### config.mk
export PLATFORM = sky130hd
export DESIGN_NAME = mem_responder
export DESIGN_NICKNAME = d
export VERILOG_FILES = /design/src/rtl/mem_responder.sv
export SDC_FILE = /design/constraint.sdc
export NUM_CORES = 1
export LEC_CHECK = 0
export BUFFER_PORTS_ARGS = -buffer_cell sky130_fd_sc_hd__buf_2
export CORE_MARGIN = 5
export CORE_UTILIZATION = 40
export CTS_CLUSTER_SIZE = 28
export DETAILED_ROUTE_END_ITERATION = 8
export PLACE_DENSITY = 0.67
export SKIP_LAST_GASP = 1
export SLEW_MARGIN = 30
export SYNTH_ARGS = -nofsm -noshare
export SYNTH_HDL_FRONTEND = slang
export SYNTH_SLANG_ARGS = --single-unit
### constraint.sdc
create_clock -name clk -period 3.9 [get_ports clk]
set_clock_uncertainty 0.15 [all_clocks]
set_input_delay 0 -clock clk [delete_from_list [all_inputs] [get_ports clk]]
set_output_delay 0 -clock clk [all_outputs]
set_load 0.01 [all_outputs]
### src/rtl/mem_responder.sv
// Byte-serial memory responder: turns data-port and fetch requests into
// little-endian 8-bit RAM accesses and returns one completion pulse each.
module mem_responder #(
  parameter int ADDR_W = 32
) (
  input  logic              clk,
  input  logic              rst,
  input  logic              rdy,
  input  logic              rst_c,
  input  logic              en_i,
  input  logic              rw_i,
  input  logic [ADDR_W-1:0] addr_i,
  input  logic [31:0]       data_i,
  input  logic [2:0]        width_i,
  output logic              rdy_o,
  output logic [31:0]       data_o,
  input  logic              if_en_i,
  input  logic [ADDR_W-1:0] if_addr_i,
  output logic              if_rdy_o,
  output logic [31:0]       if_data_o,
  input  logic [7:0]        mem_din,
  output logic [7:0]        mem_dout,
  output logic [ADDR_W-1:0] mem_a,
  output logic              mem_wr
);

  typedef enum logic [1:0] {IDLE, RD, WR, DONE} state_e;

  localparam logic [ADDR_W-1:0] ADDR_ONE = {{(ADDR_W-1){1'b0}}, 1'b1};

  state_e            state_q, state_d;
  logic [2:0]        cnt_q, cnt_d, n_q, n_d;
  logic              src_q, src_d;      // 1 = fetch transaction
  logic [31:0]       data_q, data_d;    // store bytes still to send, LSB next
  logic [31:0]       res_q, res_d;      // load bytes assembled so far
  logic [ADDR_W-1:0] mem_a_q, mem_a_d;
  logic [7:0]        mem_dout_q, mem_dout_d;
  logic              mem_wr_q, mem_wr_d;
  logic              rdy_o_q, rdy_o_d, if_rdy_o_q, if_rdy_o_d;
  logic [31:0]       data_o_q, data_o_d, if_data_o_q, if_data_o_d;

  logic       acc_data, acc_fetch, acc_rw;
  logic [2:0] acc_n, cnt_inc;
  logic [1:0] rd_idx;

  assign acc_data  = en_i;
  assign acc_fetch = !en_i && if_en_i && !rst_c;
  assign acc_n     = acc_data ? ((width_i > 3'd4) ? 3'd4 : width_i) : 3'd4;
  assign acc_rw    = acc_data ? rw_i : 1'b1;
  assign cnt_inc   = cnt_q + 3'd1;
  // In RD, cnt counts addresses issued; mem_din carries the byte before it.
  assign rd_idx    = cnt_q[1:0] - 2'd1;

  always_comb begin
    state_d     = state_q;
    cnt_d       = cnt_q;
    n_d         = n_q;
    src_d       = src_q;
    data_d      = data_q;
    res_d       = res_q;
    mem_a_d     = mem_a_q;
    mem_dout_d  = mem_dout_q;
    mem_wr_d    = mem_wr_q;
    rdy_o_d     = rdy_o_q;
    if_rdy_o_d  = if_rdy_o_q;
    data_o_d    = data_o_q;
    if_data_o_d = if_data_o_q;
    if (rdy) begin
      mem_wr_d   = 1'b0;
      rdy_o_d    = 1'b0;
      if_rdy_o_d = 1'b0;
      unique case (state_q)
        IDLE: begin
          if (acc_data || acc_fetch) begin
            src_d  = acc_fetch;
            n_d    = acc_n;
            cnt_d  = 3'd0;
            res_d  = 32'h0;
            data_d = {8'h00, data_i[31:8]};
            if (acc_n == 3'd0) begin
              state_d  = DONE;
              rdy_o_d  = 1'b1;
              data_o_d = 32'h0;
            end else begin
              mem_a_d = acc_data ? addr_i : if_addr_i;
              if (acc_rw) begin
                state_d = RD;
              end else begin
                state_d    = WR;
                mem_wr_d   = 1'b1;
                mem_dout_d = data_i[7:0];
              end
            end
          end
        end
        WR: begin
          if (cnt_inc < n_q) begin
            cnt_d      = cnt_inc;
            mem_a_d    = mem_a_q + ADDR_ONE;
            mem_dout_d = data_q[7:0];
            data_d     = {8'h00, data_q[31:8]};
            mem_wr_d   = 1'b1;
          end else begin
            state_d  = DONE;
            rdy_o_d  = 1'b1;
            data_o_d = 32'h0;
          end
        end
        RD: begin
          // A flush drops a fetch outright; data loads never see it.
          if (src_q && rst_c) begin
            state_d = IDLE;
          end else begin
            if (cnt_q != 3'd0) res_d[{rd_idx, 3'b000} +: 8] = mem_din;
            if (cnt_q == n_q) begin
              state_d = DONE;
              if (src_q) begin
                if_rdy_o_d  = 1'b1;
                if_data_o_d = res_d;
              end else begin
                rdy_o_d  = 1'b1;
                data_o_d = res_d;
              end
            end else begin
              cnt_d = cnt_inc;
              if (cnt_inc < n_q) mem_a_d = mem_a_q + ADDR_ONE;
            end
          end
        end
        DONE:    state_d = IDLE;
        default: state_d = IDLE;
      endcase
    end
  end

  always_ff @(posedge clk or negedge rst) begin
    if (!rst) begin
      state_q     <= IDLE;
      cnt_q       <= '0;
      n_q         <= '0;
      src_q       <= 1'b0;
      data_q      <= '0;
      res_q       <= '0;
      mem_a_q     <= '0;
      mem_dout_q  <= '0;
      mem_wr_q    <= 1'b0;
      rdy_o_q     <= 1'b0;
      if_rdy_o_q  <= 1'b0;
      data_o_q    <= '0;
      if_data_o_q <= '0;
    end else begin
      state_q     <= state_d;
      cnt_q       <= cnt_d;
      n_q         <= n_d;
      src_q       <= src_d;
      data_q      <= data_d;
      res_q       <= res_d;
      mem_a_q     <= mem_a_d;
      mem_dout_q  <= mem_dout_d;
      mem_wr_q    <= mem_wr_d;
      rdy_o_q     <= rdy_o_d;
      if_rdy_o_q  <= if_rdy_o_d;
      data_o_q    <= data_o_d;
      if_data_o_q <= if_data_o_d;
    end
  end

  assign rdy_o     = rdy_o_q;
  assign data_o    = data_o_q;
  assign if_rdy_o  = if_rdy_o_q;
  assign if_data_o = if_data_o_q;
  assign mem_a     = mem_a_q;
  assign mem_dout  = mem_dout_q;
  assign mem_wr    = mem_wr_q;

endmodule

==> metrics.txt <==
# TYPE chip_impl_metric gauge
chip_impl_info{name="cts_root_buf",value="clkbuf_16"} 1
chip_impl_info{name="run_status",value="finished clean"} 1
chip_impl_metric{name="grt_max_degree",unit=""} 110
chip_impl_metric{name="leakagePower",unit="nW"} 5.94
chip_impl_metric{name="wl_per_cell",unit="um"} 17.9
chip_impl_metric{name="ios",unit=""} 221
chip_impl_metric{name="count_of_routing_violations_after_the_opening_detailed_route_iteration",unit=""} 505
chip_impl_info{name="grt.busiest_layer",value="met2"} 1
chip_impl_metric{name="power.density",unit="nW/um2"} 661
chip_impl_metric{name="post_synth_inst_count",unit=""} 829
chip_impl_metric{name="final_layout_size_suffix_gt1_share",unit="%"} 30.0
chip_impl_metric{name="max_cap_viol_count",unit=""} 0
chip_impl_metric{name="vias",unit=""} 7816
chip_impl_metric{name="vdd_drop_max",unit="uV"} 366
chip_impl_metric{name="seq_total_area_yosys",unit="%"} 47.9
chip_impl_info{name="worst_path_max_delay_cell",value="nand4_1"} 1
chip_impl_metric{name="post-place-ws",unit="ns"} 0.511
chip_impl_metric{name="setup_viol",unit=""} 0
chip_impl_info{name="crit_path_start_kind",value="flop"} 1
chip_impl_metric{name="floorplan.initialDensity",unit="%"} 40.9
chip_impl_metric{name="syn_area_per_cell",unit="um2"} 10.8
chip_impl_info{name="unrepaired_setup_endpoints_after_global_routing",value="false"} 1
chip_impl_metric{name="die_x",unit="um"} 160
chip_impl_info{name="synthDominantAreaCellType",value="dfrtp_1"} 1
chip_impl_metric{name="cp_max_fo",unit=""} 17
chip_impl_info{name="cp-end-kind",value="flop"} 1
chip_impl_metric{name="post-route-period-util",unit="%"} 88.3
chip_impl_metric{name="synth_edf_count",unit=""} 0
chip_impl_metric{name="placeableCoreArea",unit="um2"} 22000
chip_impl_metric{name="hpwlAfterDp",unit="mm"} 16.8
chip_impl_metric{name="asr_flop_ratio_synth",unit="%"} 100
chip_impl_metric{name="slew_violations",unit=""} 0
chip_impl_metric{name="tightestPinTransition",unit="ns"} 0.886
chip_impl_metric{name="first_global_vias",unit=""} 8173
chip_impl_metric{name="global_route.usage.total",unit="%"} 20.3
chip_impl_metric{name="cts_resized",unit=""} 0
chip_impl_metric{name="fraction_of_synthesized_cell_area_taken_by_the_top_area_cell_type",unit="%"} 47.9
chip_impl_metric{name="grtUsageMet3",unit="%"} 5.15
chip_impl_metric{name="cp_data_arrival_time",unit="ns"} 3.61
chip_impl_metric{name="yosys_register_bits",unit=""} 172
chip_impl_metric{name="place_inst",unit=""} 1294
chip_impl_info{name="yosys_most_used_dff",value="dfrtp_1"} 1
chip_impl_metric{name="clock_latency",unit="ns"} 0.43
chip_impl_metric{name="critPathRequiredTime",unit="ns"} 4.07
chip_impl_metric{name="grt_pass1_wl",unit="mm"} 42.8
chip_impl_metric{name="layoutNonFillerInstCount",unit=""} 1446
chip_impl_metric{name="layout_area_growth_over_synthesis",unit="%"} 35.7
chip_impl_metric{name="setup_ws",unit="ns"} 0.457
chip_impl_info{name="timing.setup.critical_path_class",value="flop to flop"} 1
chip_impl_metric{name="die-height",unit="um"} 160
chip_impl_metric{name="syn_area",unit="um2"} 8980
chip_impl_metric{name="p_total",unit="mW"} 8.06
chip_impl_metric{name="detail_route.vias_per_cell",unit=""} 5.41
chip_impl_metric{name="synthesis.yosys.warnings",unit=""} 0
chip_impl_metric{name="drt_first_pass_iters",unit=""} 5
chip_impl_metric{name="cts_clk_pin_slew_worst_paths",unit="ns"} 0.07
chip_impl_metric{name="syn-num-nets",unit=""} 957
chip_impl_metric{name="use_met2",unit="%"} 32.6
chip_impl_metric{name="fin_nets",unit=""} 1280
chip_impl_info{name="critical_path.cell_chain",value="inv_1 > ha_1 > nand2b_1 > o211a_2 > nand4_1 > buf_4 > a211oi_1 > dlygate4sd3_1 > nor3_1"} 1
chip_impl_metric{name="place_congestion",unit=""} 0.812
chip_impl_metric{name="cts_made_buffers",unit=""} 17
chip_impl_metric{name="postRouteWirelength",unit="mm"} 26.0
chip_impl_metric{name="final_period_minus_worst_setup_slack",unit="ns"} 3.44
chip_impl_metric{name="route.detailed.drc",unit=""} 0
chip_impl_metric{name="slew_headroom",unit="%"} 40.5
chip_impl_metric{name="grt.overflow.total",unit=""} 0
chip_impl_metric{name="finalSetupTns",unit="ns"} 0
chip_impl_info{name="class_of_the_most_critical_hold_timing_path",value="primary input to flop"} 1
chip_impl_info{name="synth.most_common_cell",value="dfrtp_1"} 1
chip_impl_metric{name="cts.htree.levels",unit=""} 4
chip_impl_metric{name="placement_rows",unit=""} 54
chip_impl_metric{name="tritoncts_num_sinks",unit=""} 172
chip_impl_metric{name="use_met1",unit="%"} 27.2
chip_impl_metric{name="final_hold_viol_count",unit=""} 0
chip_impl_metric{name="synth_cell_type_count",unit=""} 72
chip_impl_metric{name="route.antenna.remaining_nets",unit=""} 0
chip_impl_info{name="synth_top_cells_by_count",value="172 x dfrtp_1, 69 x nand2_1, 60 x a22o_1"} 1
chip_impl_metric{name="clock.fmax",unit="MHz"} 290
chip_impl_metric{name="initial_antenna_violation_count",unit=""} 1
chip_impl_metric{name="cts_max_path_buffers",unit=""} 2
chip_impl_metric{name="fillCellCount",unit=""} 1879
chip_impl_metric{name="numPortBuffers",unit=""} 220
chip_impl_info{name="largest_cells_by_area_after_synthesis",value="dfrtp_1 48%, mux2_2 6.6%, mux2i_1 6.0%"} 1
chip_impl_metric{name="cpPeakStageDelay",unit="ns"} 0.71
chip_impl_info{name="tritoncts",value="built"} 1
chip_impl_metric{name="die_ar",unit="um2"} 25600
[critical path: cells and delay by family (launching register included)]
family          cells  cell delay, ns
flops               1            0.40
simple gates        3            0.90
buf+inv             3            1.11
compound gates      2            0.45
fa+ha+maj           1            0.32
[cells by family (layout without fill, tap and decap cells)]
logic type               Yosys count  in the layout  synth area share [%]
AO/OA/AOI/OAI                    217            217                  17.1
XOR/XNOR                           2              2                 0.195
adder cells (fa/ha/maj)           14             14                  1.95
buffers and inverters             95            431                  4.50
flip-flops                       172            172                  47.9
multiplexers                     134            134                  16.0
other                              0              1                     0
AND/OR/NAND/NOR                  195            195                  12.3
[path summary, 6_finish.rpt]
kind                                           from                        to  slack [ns]  depth (start not counted)
setup / recovery             state_q[0]$_DFFE_PN0P_     mem_a[27]$_DFFE_PN0P_        0.46                          9
hold / removal                              if_en_i         src_q$_DFFE_PN0P_        0.08                          5
setup reg to reg             state_q[0]$_DFFE_PN0P_     mem_a[27]$_DFFE_PN0P_        0.46                          9
hold reg to reg            if_data_o[8]$_DFFE_PN0P_  if_data_o[8]$_DFFE_PN0P_        0.33                          1
max in group asynchronous                       rst      cnt_q[1]$_DFFE_PN0P_        2.53                          4
min in group asynchronous                       rst    data_o[25]$_DFFE_PN0P_        0.38                          3
[report_power, final]
| part | internal (mW) | switching, mW | total, mW | leakage, nW |
|---|---|---|---|---|
| Combinational | 1.55 | 2.03 | 3.58 | 3.40 |
| Clock | 0.880 | 0.875 | 1.76 | 0.296 |
| Sequential | 2.27 | 0.448 | 2.72 | 2.24 |
| Total | 4.70 | 3.36 | 8.06 | 5.94 |
[per-stage QoR]
stage               area (um2)  utilization, %  hold slack (ns)
floorplan                 8980               -           -0.446
global placement         10400            47.2           0.0828
detailed placement       10400            47.2          -0.0102
CTS                      12200            55.4           0.0567
global route             12200            55.5            0.126
finish                   12200            55.5           0.0822
[routing by layer]
layer	part of all wire, %	wire, um
met5	0	0
met4	2.1	549
met3	5.5	1420
met2	48	12400
met1	45	11600
[repair_timing]
action | in CTS | in global routing
endpoints found under the hold margin | 272 | 20
hold buffers | 117 | 1
setup buffers | 0 | 0
[layout by cell type, fill, tap and decap left out, types with 17 or more instances in the layout]
master,netlist,layout
a21oi_1,56,56
a22o_1,60,60
buf_2,19,219
buf_4,4,17
clkbuf_16,0,17
dfrtp_1,172,172
dlygate4sd3_1,0,118
inv_1,40,40
mux2_1,27,27
mux2_2,53,53
mux2i_1,54,54
nand2_1,69,69
nor2_1,20,20
nor2b_1,17,17
o21ai_0,23,22
o22ai_1,20,20
[flip-flops by register name, summed over array words and instances, names as in the netlist]
name / cells
state_q: 2
data_q: 24
mem_wr: 1
src_q: 1
rdy_o: 1
data_o: 32
res_q: 32
mem_a: 32
cnt_q: 3
if_data_o: 32
mem_dout: 8
if_rdy_o: 1
n_q: 3
[layout make-up]
type | instances | area, um2 | area share [%]
flip-flops and latches | 172 | 4300 | 35.3
multi-input cells | 562 | 4280 | 35.1
repair buffers | 358 | 2490 | 20.4
clock buffers | 17 | 425 | 3.49
well taps | 280 | 350 | 2.87
clock inverters | 15 | 190 | 1.56
inverters | 41 | 154 | 1.26
diodes | 1 | 2.50 | 0.0205
Note: power is estimated with default switching activity, not from simulation.
